<file path="src/rtl/id_ex_forward_reg.sv">
// ID/EX pipeline register with next-cycle forwarding selects and load-use bubble insertion.
// Latency: one cycle ID -> EX; hazard_stall is combinational; stall_in freezes all state.
module id_ex_forward_reg #(
  parameter int DATA_W = 32,
  parameter int REG_W  = 5,
  parameter int CTRL_W = 8,
  parameter int CNT_W  = 16
) (
  input  logic              clk,
  input  logic              reset,
  input  logic              stall_in,
  input  logic              flush,
  input  logic              id_valid,
  input  logic [REG_W-1:0]  id_rs,
  input  logic [REG_W-1:0]  id_rt,
  input  logic [REG_W-1:0]  id_dst,
  input  logic              id_uses_rs,
  input  logic              id_uses_rt,
  input  logic [DATA_W-1:0] id_rs_data,
  input  logic [DATA_W-1:0] id_rt_data,
  input  logic [DATA_W-1:0] id_imm,
  input  logic              id_regwrite,
  input  logic              id_memread,
  input  logic [CTRL_W-1:0] id_ctrl,
  input  logic [REG_W-1:0]  exmem_dst,
  input  logic              exmem_regwrite,
  output logic              ex_valid,
  output logic [REG_W-1:0]  ex_rs,
  output logic [REG_W-1:0]  ex_rt,
  output logic [REG_W-1:0]  ex_dst,
  output logic [DATA_W-1:0] ex_rs_data,
  output logic [DATA_W-1:0] ex_rt_data,
  output logic [DATA_W-1:0] ex_imm,
  output logic              ex_regwrite,
  output logic              ex_memread,
  output logic [CTRL_W-1:0] ex_ctrl,
  output logic [1:0]        fwd_a_sel,
  output logic [1:0]        fwd_b_sel,
  output logic              hazard_stall,
  output logic [CNT_W-1:0]  bubble_count
);

  typedef struct packed {
    logic              valid;
    logic [REG_W-1:0]  rs;
    logic [REG_W-1:0]  rt;
    logic [REG_W-1:0]  dst;
    logic [DATA_W-1:0] rs_data;
    logic [DATA_W-1:0] rt_data;
    logic [DATA_W-1:0] imm;
    logic              regwrite;
    logic              memread;
    logic [CTRL_W-1:0] ctrl;
  } ex_t;

  ex_t             ex_q, ex_d, id_pkt;
  logic [1:0]      fwd_a_q, fwd_a_d, fwd_b_q, fwd_b_d;
  logic [CNT_W-1:0] cnt_q, cnt_d;
  logic            ex_writes, mem_writes, hazard;

  assign id_pkt = '{valid: id_valid, rs: id_rs, rt: id_rt, dst: id_dst,
                    rs_data: id_rs_data, rt_data: id_rt_data, imm: id_imm,
                    regwrite: id_regwrite, memread: id_memread, ctrl: id_ctrl};

  // Register $0 is hard-wired zero, so a write to it never produces a forwardable value.
  assign ex_writes  = ex_q.valid & ex_q.regwrite & (ex_q.dst != '0);
  assign mem_writes = exmem_regwrite & (exmem_dst != '0);

  assign hazard = ex_writes & ex_q.memread & id_valid &
                  ((id_uses_rs & (id_rs == ex_q.dst)) | (id_uses_rt & (id_rt == ex_q.dst)));

  function automatic logic [1:0] fwd_sel(input logic [REG_W-1:0] src, input logic uses);
    if (!(id_valid && uses))                 return 2'b00;
    else if (ex_writes && ex_q.dst == src)   return 2'b10;
    else if (mem_writes && exmem_dst == src) return 2'b01;
    else                                     return 2'b00;
  endfunction

  always_comb begin
    ex_d    = ex_q;
    fwd_a_d = fwd_a_q;
    fwd_b_d = fwd_b_q;
    cnt_d   = cnt_q;
    if (stall_in) begin
      ex_d = ex_q;
    end else if (flush || hazard) begin
      ex_d    = '0;
      fwd_a_d = 2'b00;
      fwd_b_d = 2'b00;
      if (!flush && cnt_q != '1) cnt_d = cnt_q + 1'b1;
    end else begin
      ex_d    = id_pkt;
      fwd_a_d = fwd_sel(id_rs, id_uses_rs);
      fwd_b_d = fwd_sel(id_rt, id_uses_rt);
    end
  end

  always_ff @(posedge clk) begin
    if (reset) begin
      ex_q    <= '0;
      fwd_a_q <= 2'b00;
      fwd_b_q <= 2'b00;
      cnt_q   <= '0;
    end else begin
      ex_q    <= ex_d;
      fwd_a_q <= fwd_a_d;
      fwd_b_q <= fwd_b_d;
      cnt_q   <= cnt_d;
    end
  end

  assign ex_valid     = ex_q.valid;
  assign ex_rs        = ex_q.rs;
  assign ex_rt        = ex_q.rt;
  assign ex_dst       = ex_q.dst;
  assign ex_rs_data   = ex_q.rs_data;
  assign ex_rt_data   = ex_q.rt_data;
  assign ex_imm       = ex_q.imm;
  assign ex_regwrite  = ex_q.regwrite;
  assign ex_memread   = ex_q.memread;
  assign ex_ctrl      = ex_q.ctrl;
  assign fwd_a_sel    = fwd_a_q;
  assign fwd_b_sel    = fwd_b_q;
  assign hazard_stall = hazard;
  assign bubble_count = cnt_q;

endmodule

</file>
<file path="config.mk">
export PLATFORM = sky130hd
export DESIGN_NAME = id_ex_forward_reg
export DESIGN_NICKNAME = d
export VERILOG_FILES = /design/src/rtl/id_ex_forward_reg.sv
export SDC_FILE = /design/constraint.sdc
export NUM_CORES = 1
export LEC_CHECK = 0
export ABC_AREA = 1
export CAP_MARGIN = 5
export CORE_UTILIZATION = 25
export DETAILED_ROUTE_END_ITERATION = 10
export PLACE_DENSITY = 0.63
export SYNTH_ARGS = -nofsm -noshare
export SYNTH_HDL_FRONTEND = slang
export SYNTH_SLANG_ARGS = --single-unit
</file>
<file path="constraint.sdc">
create_clock -name clk -period 1.6 [get_ports clk]
set_input_delay 0.32 -clock clk [delete_from_list [all_inputs] [get_ports clk]]
set_output_delay 0.32 -clock clk [all_outputs]
set_load 0.005 [all_outputs]
</file>
After elaboration in Yosys (flattened, before gate mapping):

Index checks and enable logic that the tools add are counted.

* bits in registers: 142
* input port bits: 134
* output and inout bits: 143
* logic and storage cells: 52

* $add $sub $neg: 1
* eq/ne operators: 7
* muxes and demuxes: 9
* bitwise operators: 10
* reductions and logical operators: 12

Operators with widths (number)
* two-way mux 122 bit: 1
* == test 5 bit: 6
* adder 16 x 1 -> 16 bit (second input constant): 1
* inequality test 16 bit (second input constant): 1
* two-way mux 2 bit: 6
* nonzero test 5 bit: 2
* bitwise AND 1 bit: 8
* logical AND 1 bit: 7
* AND reduction 3 bit: 1
* two-way mux 1 bit: 2
* zero test 1 bit: 1
* logical OR 1 bit: 1
* inverter 1 bit: 1
* OR 1 bit: 1

Longest topological paths before layout:

Gate-level depths: netlist of the first run.

* word-level depth: 7
* depth in mapped cells: 13

Worst setup path before layout of the first run:

Ideal clock, no wire load.

* path kind: flip-flop to flip-flop
* start point: register ex_q, in the netlist ex_dst[2]
* end point: register ex_q, in the netlist ex_imm[21]
* setup time: 0.143 ns
* data arrival time: 1.404 ns
* setup slack: 0.053 ns
* cell stages (with the launch flop): 14
* cells stage by stage: dfxtp_1 -> inv_1 -> nand2_1 -> nand2_1 -> nor2_1 -> nand4_1 -> nand2_1 -> nand2_2 -> nand2_4 -> inv_4 -> buf_8 -> buf_12 -> nand3_2 -> a21oi_2

* longest elaborated chain between the ends: 7

Ends and longest elaborated chain
* from (decl): RTL line 56 `ex_t ex_q, ex_d, id_pkt;`
* from (signal assigned): RTL line 100 `ex_q <= '0;`
* from (signal assigned): RTL line 105 `ex_q <= ex_d;`
* nonzero test 5 bit: RTL line 66 `assign ex_writes = ex_q.valid & ex_q.regwrite & (ex_q.dst != '0);`
* bitwise AND 1 bit: RTL line 66
* bitwise AND 1 bit (2 in a row): RTL line 69 `assign hazard = ex_writes & ex_q.memread & id_valid &`
* bitwise AND 1 bit (*): RTL line 69
* logical OR 1 bit (*): RTL line 86 `end else if (flush || hazard) begin`
* two-way mux 122 bit (*): RTL line 86

Every way passes the cells marked *; elsewhere a longest branch is shown, timed or not.
A chain may end at the register's enable or synchronous reset.

Worst setup path after layout of the first run:

* start point: input id_rt[1]
* end point: register ex_q, in the netlist ex_imm[19]

* longest elaborated chain between the ends: 6

Ends and longest elaborated chain
* from (decl): RTL line 15 `input logic [REG_W-1:0] id_rt,`
* == test 5 bit: RTL line 70 `((id_uses_rs & (id_rs == ex_q.dst)) | (id_uses_rt & (id_rt == ex_q.dst)));`
* bitwise AND 1 bit: RTL line 70
* OR 1 bit: RTL line 70
* bitwise AND 1 bit: RTL line 69
* logical OR 1 bit: RTL line 86
* two-way mux 122 bit: RTL line 86

No other way between the ends.

==> results of run 1 <==
==> area by class of cell <==
cell class,instances,share of cell area [%]
multi-input combinational,574,29.72
clock inverter,15,1.672
tap,330,3.605
timing repair inverter,1,0.1748
clock buffer,17,3.715
inverter,59,2.174
sequential,142,25.17
timing repair buffer,357,33.77
==> cell usage after synthesis <==
library cell	n	area, um^2
o21ai_0	1	5.000
xnor2_1	8	70.07
xor2_1	4	35.03
inv_4	1	6.260
nand2_4	1	11.26
a21oi_1	87	435.4
nor2_1	45	168.9
nand4_1	19	118.9
buf_12	4	80.08
buf_1	10	37.54
or2_2	1	6.260
ha_1	1	12.51
nand3_2	40	400.4
buf_8	1	15.01
dfxtp_1	142	2843
nor3_1	9	45.04
a21oi_2	40	350.3
nand3_1	109	545.5
nor2_4	1	11.26
buf_4	2	15.01
nand2_2	1	6.260
nand2_1	207	777.0
clkbuf_1	27	101.4
inv_1	58	217.7
buf_2	18	90.09
==> registers in the layout (all words and copies together), names as in the netlist <==
| register | count |
|---|---|
| ex_imm | 32 |
| ex_rt | 5 |
| ex_memread | 1 |
| ex_rs | 5 |
| ex_valid | 1 |
| fwd_b_sel | 2 |
| ex_ctrl | 8 |
| ex_rt_data | 32 |
| ex_dst | 5 |
| ex_regwrite | 1 |
| bubble_count | 16 |
| ex_rs_data | 32 |
| fwd_a_sel | 2 |
==> timing repair <==
item | CTS | global route
setup buffers | 10 | 1
hold buffers | 0 | 0
endpoints found under the setup margin | 233 | 199
gates resized for setup | 164 | 133
pin swaps | 9 | 25
cloned | 15 | 1
==> power by group through the flow <==
stage               sequential [mW]  clock [mW]  combinational (mW)
finish                         3.71        4.20                1.52
global placement               3.79           0                1.30
detailed placement             3.80           0                1.31
floorplan                      3.81           0               0.505
global route                   3.72        4.50                1.63
CTS                            3.71        4.36                1.48
==> routing by layer <==
metal | part of all wire [%] | up-vias
met3 | 7.3 | 22
met2 | 49 | 234
met4 | 1.3 | 0
met1 | 43 | 3192
li1 | - | 3390
met5 | 0 | -
==> through the flow <==
stage / utilization [%] / TNS (ps) / instances
after floorplan: - / 0 / 837
after global placement: 38.80 / -83520 / 1438
after detailed placement: 38.80 / -86080 / 1438
after CTS: 43.58 / -31880 / 1495
after global routing: 45.48 / -42610 / 1495
final: 45.48 / -29900 / 1495
==> logic make-up (layout without fill, tap and decap cells) <==
kind of cell | count (synthesis) | in the layout | synth area share, %
xor gates and xnor gates | 12 | 12 | 1.641
and+or+nand+nor | 433 | 433 | 32.64
DFF | 142 | 142 | 44.38
AOI/OAI and AO/OA | 128 | 128 | 12.35
adders and majority gates | 1 | 1 | 0.1953
buffers and inverters | 121 | 449 | 8.791
==> worst max-delay path by stage <==
stage          slack [ps]  startpoint  cells after the start      endpoint
2_1_floorplan          50   ex_dst[2]                     13    ex_imm[21]
3_3_place_gp         -850    id_rt[2]                     10  hazard_stall
3_5_place_dp         -860    id_rt[2]                     10  hazard_stall
4_1_cts              -300   ex_dst[3]                      9  hazard_stall
5_1_grt              -390   ex_dst[1]                     13     ex_imm[5]
6_report             -290    id_rt[1]                     14    ex_imm[19]
==> flow_metrics.tcl, run 1 <==
set metrics [dict create \
    multi_input_area_um2 3403 \
    power_frac_comb_pct 16.1 \
    core_area_um2 25180 \
    grt_usage_pct 16.93 \
    required_ps 1900 \
    status "finished, violations left" \
    numPortBuffers 276 \
    avgSynthCellArea_um2 7.652 \
    pwr-share-seq_pct 39.3 \
    wl_mm 23.25 \
    power.leakage_nw 5.445 \
    fin_crit_ps 1893 \
    hold_viol_final 0 \
    start_kind "input pin" \
    arrival_ps 2190 \
    cp_top_family "buffers and inverters" \
    synth-warning-count 0 \
    fillers 2439 \
    gp_congestion 0.8391 \
    intPower_mw 6.863 \
    grt_pass1_vias 6644 \
    holdWs_ps 251.4 \
    start_util_pct 25.43 \
    regArea_um2 2883 \
    timing.final.ws_setup_ps -292.6 \
    grt.busiest_layer "met2" \
    slowest_stage "clkdlybuf4s50_1" \
    layout_commonest_cell "nand2_1" \
    ir_drop_mv 0.5326 \
    drtIter0Drc 341 \
    boundaryPins 277 \
    preCtsSetupSlack_ps -859.1 \
    synthCells 837 \
    cp_num_buf_inv 5 \
    synthToLayoutAreaGrowth_pct 78.80 \
    globalRouteMet1Util_pct 20.17 \
    cts_tree "done" \
    power_density_nw_per_um2 823.0 \
    grt_pass1_wl_mm 35.20 \
    hold_class "input pin to flip-flop" \
    grt_max_degree 127 \
    final_cell_mix "nand2_1 (204), clkdlybuf4s50_1 (129), dfxtp_1 (120)" \
    cp_max_fo 13 \
    dpl-instance-area_um2 9769 \
    routedWlPerCell_um 15.55 \
    worst_pin_slew_ps 598.8 \
    clock-sinks 142 \
    slowest_delay_ps 510 \
    r2r_slack_ps -280 \
    synth.distinct_cells 25 \
    crit_type "input pin to flip-flop" \
    holdCritStartpoint "reset" \
    synth_nets 972 \
    synth_seq_area_share_pct 44.38 \
    vias 6838 \
    finalMaxSlewViolations 0 \
    cts_buffer_depth 2 \
    rows 58 \
    dieArea_um2 26260 \
    cts-htree-levels 4 \
    slew_headroom_pct 60.08 \
    viasPerCell 4.574 \
    use_met3_pct 5.235 \
    r2r_cells 13 \
    endpoint_kind "flip-flop" \
    clock_skew_ps 10.06 \
    timing.final.crit_share_pct 118.3 \
    r2r-end "ex_imm[19]" \
    finalSetupViolCount 143 \
    dp_hpwl_mm 13.96 \
    ys_seq_elements 142 \
    cts_buffers 17 \
    postRouteAntennaNets 0 \
    whs_path_depth 2 \
    drive_gt1_share_pct 25.24 \
    root_buffer "clkbuf_16" \
    worstHoldEndpoint "ex_imm[21]" \
    violations "setup timing" \
    syn_area_um2 6405 \
    finalNetCount 1287 \
    antenna_found_initial 0 \
    grt_remaining_overflow 0 \
    drtPass1Iterations 4 \
    grt_setup_unrepaired "yes" \
    clkTransAtPathRegs_ps 70 \
    crit_chain "clkdlybuf4s50_1, inv_1, nand2_1, nand2_1, nor2_2, nand4_1, nand2_2, nand2_2, buf_6, nand2_8, inv_16, bufbuf_16, nand3_2, a21oi_2" \
    finalPower_mw 9.425 \
    fin_area_um2 11450 \
    worstSkewPairLatency_ps 420 \
    max_freq_mhz 528.4 \
    timing.rr.start "ex_dst[2]" \
    die_w_um 162.1 \
    drv_cap 0 \
    p_sw_mw 2.562 \
    clockPowerShare_pct 44.6 \
    die_y_um 162.1 \
    drc 0 \
    switching_share_pct 27.19 \
    use_met2_pct 29.18 \
    n_antenna_cell 0 \
]
Note: power is estimated with default switching activity, not from simulation.
==> inputs of run 2 (changes only) <==
==> constraint.sdc (replaced) <==
create_clock -name clk -period 1.6 [get_ports clk]
set_input_delay 0.24 -clock clk [delete_from_list [all_inputs] [get_ports clk]]
set_output_delay 0.24 -clock clk [all_outputs]
set_load 0.005 [all_outputs]
==> run 2 against run 1 <==
The run still ends with setup timing left. Sequential share of layout area rose by 0.91 points. Critical path depth is 1 lower. Global-route usage decreased by 0.53 points. Critical path type is now flip-flop to flip-flop. Highest routed layer unchanged.
==> flow_metrics.tcl, run 2 (same netlist as run 1, synthesis figures left out) <==
set metrics [dict create \
    vias 6760 \
    endpoint_kind "flip-flop" \
    drv_cap 0 \
    start_kind "flip-flop" \
    n_antenna_cell 0 \
    drtPass1Iterations 8 \
    final_util_pct 43.71 \
    timing.final.crit_share_pct 115.2 \
    required_ps 1890 \
    hold_class "input pin to flip-flop" \
    power_density_nw_per_um2 837.7 \
    clock-sinks 142 \
    worst_pin_slew_ps 605.3 \
    numPortBuffers 276 \
    final_cell_mix "clkdlybuf4s50_1 (245), nand2_1 (200), dfxtp_1 (127)" \
    gp_congestion 0.7907 \
    grt_setup_unrepaired "yes" \
    violations "setup timing" \
    clkTransAtPathRegs_ps 70 \
    root_buffer "clkbuf_16" \
    worstHoldEndpoint "ex_imm[24]" \
    finalNetCount 1284 \
    max_freq_mhz 542.3 \
    holdCritStartpoint "reset" \
    core_area_um2 25180 \
    cts_hold_buf 0 \
    grt_usage_pct 16.40 \
    clock_skew_ps 10.74 \
    dp_hpwl_mm 14.01 \
    cts_buffer_depth 2 \
    finalMaxSlewViolations 0 \
    drc 0 \
    hold_viol_final 0 \
    drtIter0Drc 368 \
    postRouteAntennaNets 0 \
    finalSetupViolCount 143 \
    die_w_um 162.1 \
    layout_commonest_cell "clkdlybuf4s50_1" \
    cts_tree "done" \
    timing.final.ws_setup_ps -243.9 \
    cts-htree-levels 4 \
    start_util_pct 25.43 \
    arrival_ps 2130 \
    whs_path_depth 2 \
    viasPerCell 4.531 \
    slew_headroom_pct 59.65 \
    status "finished, violations left" \
    r2r_slack_ps -240 \
    fillers 2466 \
    wl_mm 22.04 \
    preCtsSetupSlack_ps -633.8 \
    synthToLayoutAreaGrowth_pct 71.87 \
    rows 58 \
    drive_gt1_share_pct 24.10 \
    grt_pass1_vias 6499 \
    r2r_cells 13 \
    dieArea_um2 26260 \
    boundaryPins 277 \
    worstSkewPairLatency_ps 420 \
    crit_type "flip-flop to flip-flop" \
    grt_remaining_overflow 0 \
    ir_drop_mv 0.5146 \
    holdWs_ps 176.0 \
    cp_max_fo 6 \
    grt_max_degree 127 \
    routedWlPerCell_um 14.77 \
    r2r-end "ex_dst[1]" \
    cts_buffers 17 \
    timing.rr.start "ex_dst[2]" \
    power.leakage_nw 4.190 \
    fin_crit_ps 1844 \
    die_y_um 162.1 \
    antenna_found_initial 0 \
    grt_pass1_wl_mm 34.30 \
]
==> run 2: changes by cell type in the layout (fill, tap and decap cells not counted), moves of 4 or more <==
| cell | delta |
|---|---|
| nand2_1 | -4 |
| nand3_4 | -12 |
| dfxtp_1 | +7 |
| nand3_1 | +5 |
| dlygate4sd2_1 | -68 |
| clkdlybuf4s50_1 | +116 |
| nand2_2 | +4 |
| buf_16 | -7 |
| dlymetal6s2s_1 | -48 |
| dfxtp_2 | -6 |
| buf_4 | +9 |
| nand3_2 | +7 |
==> run 2: per-layer routing <==
layer,vias up,GRT usage (%),routed length (um),share of wire [%]
met5,-,0,0,0
met4,0,3.859,182,0.83
met3,18,5.133,1590,7.2
met2,204,28.35,10830,49
met1,3157,19.69,9442,43
li1,3381,-,-,-
==> run 2: worst max-delay path by stage <==
stage / startpoint / endpoint / slack [ps] / cells after the start
floorplan: ex_dst[2] / ex_imm[21] / 50 / 13
global placement: id_rt[3] / hazard_stall / -640 / 10
detailed placement: id_rt[3] / hazard_stall / -630 / 10
CTS: ex_dst[3] / hazard_stall / -230 / 9
global route: ex_dst[2] / ex_rs_data[17] / -320 / 13
finish: ex_dst[2] / ex_dst[1] / -240 / 13
==> run 2: cell type report <==
class | instances | area [um^2] | share of cell area [%]
timing repair buffer | 354 | 3577 | 32.50
sequential | 142 | 2872 | 26.09
multi-input combinational | 574 | 3301 | 29.98
timing repair inverter | 1 | 8.758 | 0.07956
tap | 330 | 412.9 | 3.751
clock inverter | 15 | 166.4 | 1.512
inverter | 59 | 245.2 | 2.228
clock buffer | 17 | 425.4 | 3.864
==> run 2: where the power goes <==
part	internal, mW	total [mW]	switching (mW)
Combinational	0.799	1.45	0.649
Clock	2.23	4.06	1.83
Sequential	3.65	3.71	0.0649
==> run 2: what timing repair did <==
action,4_1_cts,5_1_grt
pin swaps,12,18
endpoints found under the setup margin,167,150
buffers inserted,14,2
gates cloned,4,1
gates resized for setup,81,69
==> run 2: metrics by stage <==
step / area [um^2] / cells / power (mW) / TNS, ps
2_1_floorplan: 6405 / 837 / 4.312 / 0
3_3_place_gp: 9759 / 1440 / 5.081 / -75440
3_5_place_dp: 9759 / 1440 / 5.084 / -78230
4_1_cts: 10720 / 1490 / 9.343 / -20080
5_1_grt: 11010 / 1492 / 9.661 / -35180
6_report: 11010 / 1492 / 9.222 / -24560
==> run 2: worst max-delay path, stage by stage, from the launching register on <==
cell	delay (ps)
dfxtp_4	360
buf_6	110
nand2_2	60
nand2_2	60
nor2_4	120
nand4_1	100
nand2_1	100
nand2_2	80
buf_6	130
nand2_8	120
inv_16	60
bufbuf_16	280
nand3_1	60
a21oi_1	60
==> inputs of run 3 (changes only) <==
--- a/config.mk
+++ b/config.mk
@@ -10,6 +10,7 @@
 export CORE_UTILIZATION = 25
 export DETAILED_ROUTE_END_ITERATION = 10
 export PLACE_DENSITY = 0.63
+export RECOVER_POWER = 25
 export SYNTH_ARGS = -nofsm -noshare
 export SYNTH_HDL_FRONTEND = slang
 export SYNTH_SLANG_ARGS = --single-unit
==> run 3 against run 2 <==
Clock power is essentially flat. Cell count is the same. Flip-flop and latch count is the same. Design area shrank 0.53%. Worst hold slack is essentially flat. Critical path type unchanged. Sequential power is essentially flat. Highest routed layer unchanged. Critical path depth is the same. The run still ends with setup timing left. Setup slack lost 0.60 ps.
==> flow_metrics.tcl, run 3 (same netlist as run 1, synthesis figures left out) <==
set metrics [dict create \
    status "finished, violations left" \
    violations "setup timing" \
    synthToLayoutAreaGrowth_pct 70.95 \
    clkTransAtPathRegs_ps 70 \
    arrival_ps 2130 \
    worstSkewPairLatency_ps 420 \
    cts_buffers 17 \
    root_buffer "clkbuf_16" \
    n_antenna_cell 0 \
    hold_class "input pin to flip-flop" \
    preCtsSetupSlack_ps -633.8 \
    vias 6772 \
    wl_mm 22.06 \
    worst_pin_slew_ps 601.9 \
    core_area_um2 25180 \
    die_w_um 162.1 \
    endpoint_kind "flip-flop" \
    rows 58 \
    slew_headroom_pct 59.87 \
    antenna_found_initial 0 \
    drtPass1Iterations 7 \
    power.leakage_nw 4.060 \
    final_cells 1492 \
    place_inst 1440 \
    die_y_um 162.1 \
    drv_cap 0 \
    timing.final.ws_setup_ps -244.5 \
    cts_hold_buf 0 \
    timing.setup.tns_ps -24710 \
    use_met3_pct 5.133 \
    grt_remaining_overflow 0 \
    layout_commonest_cell "clkdlybuf4s50_1" \
    cp_max_fo 6 \
    final_cell_mix "clkdlybuf4s50_1 (245), nand2_1 (200), dfxtp_1 (135)" \
    grt_max_degree 127 \
    dieArea_um2 26260 \
    cts_buffer_depth 2 \
    start_kind "flip-flop" \
    grt.busiest_layer "met2" \
    hold_viol_final 0 \
    use_met2_pct 28.35 \
    crit_type "flip-flop to flip-flop" \
    regArea_um2 2861 \
    postRouteAntennaNets 0 \
    drive_gt1_share_pct 22.72 \
    start_util_pct 25.43 \
    clock_skew_ps 10.43 \
    multi_input_area_um2 3301 \
    grt_setup_unrepaired "yes" \
    drtIter0Drc 376 \
    grt_pass1_wl_mm 34.30 \
    drc 0 \
    cts_tree "done" \
    fillers 2478 \
    boundaryPins 277 \
    gp_congestion 0.7907 \
    numPortBuffers 276 \
    required_ps 1890 \
    cts-htree-levels 4 \
    power_density_nw_per_um2 842.1 \
    finalNetCount 1284 \
    routedWlPerCell_um 14.79 \
    clock-sinks 142 \
    grt_usage_pct 16.40 \
    finalSetupViolCount 143 \
    grt_pass1_vias 6499 \
    ir_drop_mv 0.5146 \
    max_freq_mhz 542.1 \
    finalMaxSlewViolations 0 \
    dp_hpwl_mm 14.01 \
    timing.final.crit_share_pct 115.3 \
    fin_crit_ps 1845 \
    holdWs_ps 176.1 \
    globalRouteMet1Util_pct 19.69 \
    viasPerCell 4.539 \
]
## run 3: worst paths after layout
path,startpoint,end,slack (ps),cells after the start
setup / recovery,ex_dst[2],ex_dst[1],-240,13
hold / removal,reset,ex_imm[24],180,2
setup reg to reg,ex_dst[2],ex_dst[1],-240,13
hold reg to reg,fwd_a_sel[1],fwd_a_sel[1],460,2
## run 3: per-layer routing
metal / vias to the layer above / routed length (um)
met5: - / 0
met4: 0 / 189
met3: 22 / 1633
met2: 222 / 10830
met1: 3145 / 9402
li1: 3383 / -
## run 3: repair_timing
item,in CTS,in global routing
buffers inserted,14,2
cloned,4,1
gates resized for setup,81,69
setup endpoints to repair,167,150
pin swaps,12,18
## run 3: metrics by stage
stage | cell area [um^2] | total power, mW | util [%]
floorplan | 6405 | 4.312 | -
global placement | 9759 | 5.081 | 38.76
detailed placement | 9759 | 5.084 | 38.76
CTS | 10720 | 9.343 | 42.57
global route | 10950 | 9.660 | 43.48
finish | 10950 | 9.220 | 43.48
## run 3: layout make-up
type	instances	area share, %
repair buffers	354	32.22
multi-input cells	574	30.15
flip-flops and latches	142	26.13
clock buffers	17	3.885
well taps	330	3.771
inverters	59	2.240
clock inverters	15	1.520
repair inverters	1	0.07999
## run 3: critical path, stage by stage, from the launching register on
cell	delay (ps)
dfxtp_4	360
buf_6	110
nand2_2	60
nand2_2	60
nor2_4	120
nand4_1	100
nand2_1	100
nand2_2	80
buf_6	130
nand2_8	120
inv_16	60
bufbuf_16	280
nand3_1	60
a21oi_1	60
## run 3: power breakdown
part	internal (mW)	total (mW)	switching (mW)
Sequential	3.65	3.71	0.0647
Combinational	0.798	1.45	0.649
Clock	2.23	4.06	1.83
Total	6.68	9.22	2.54
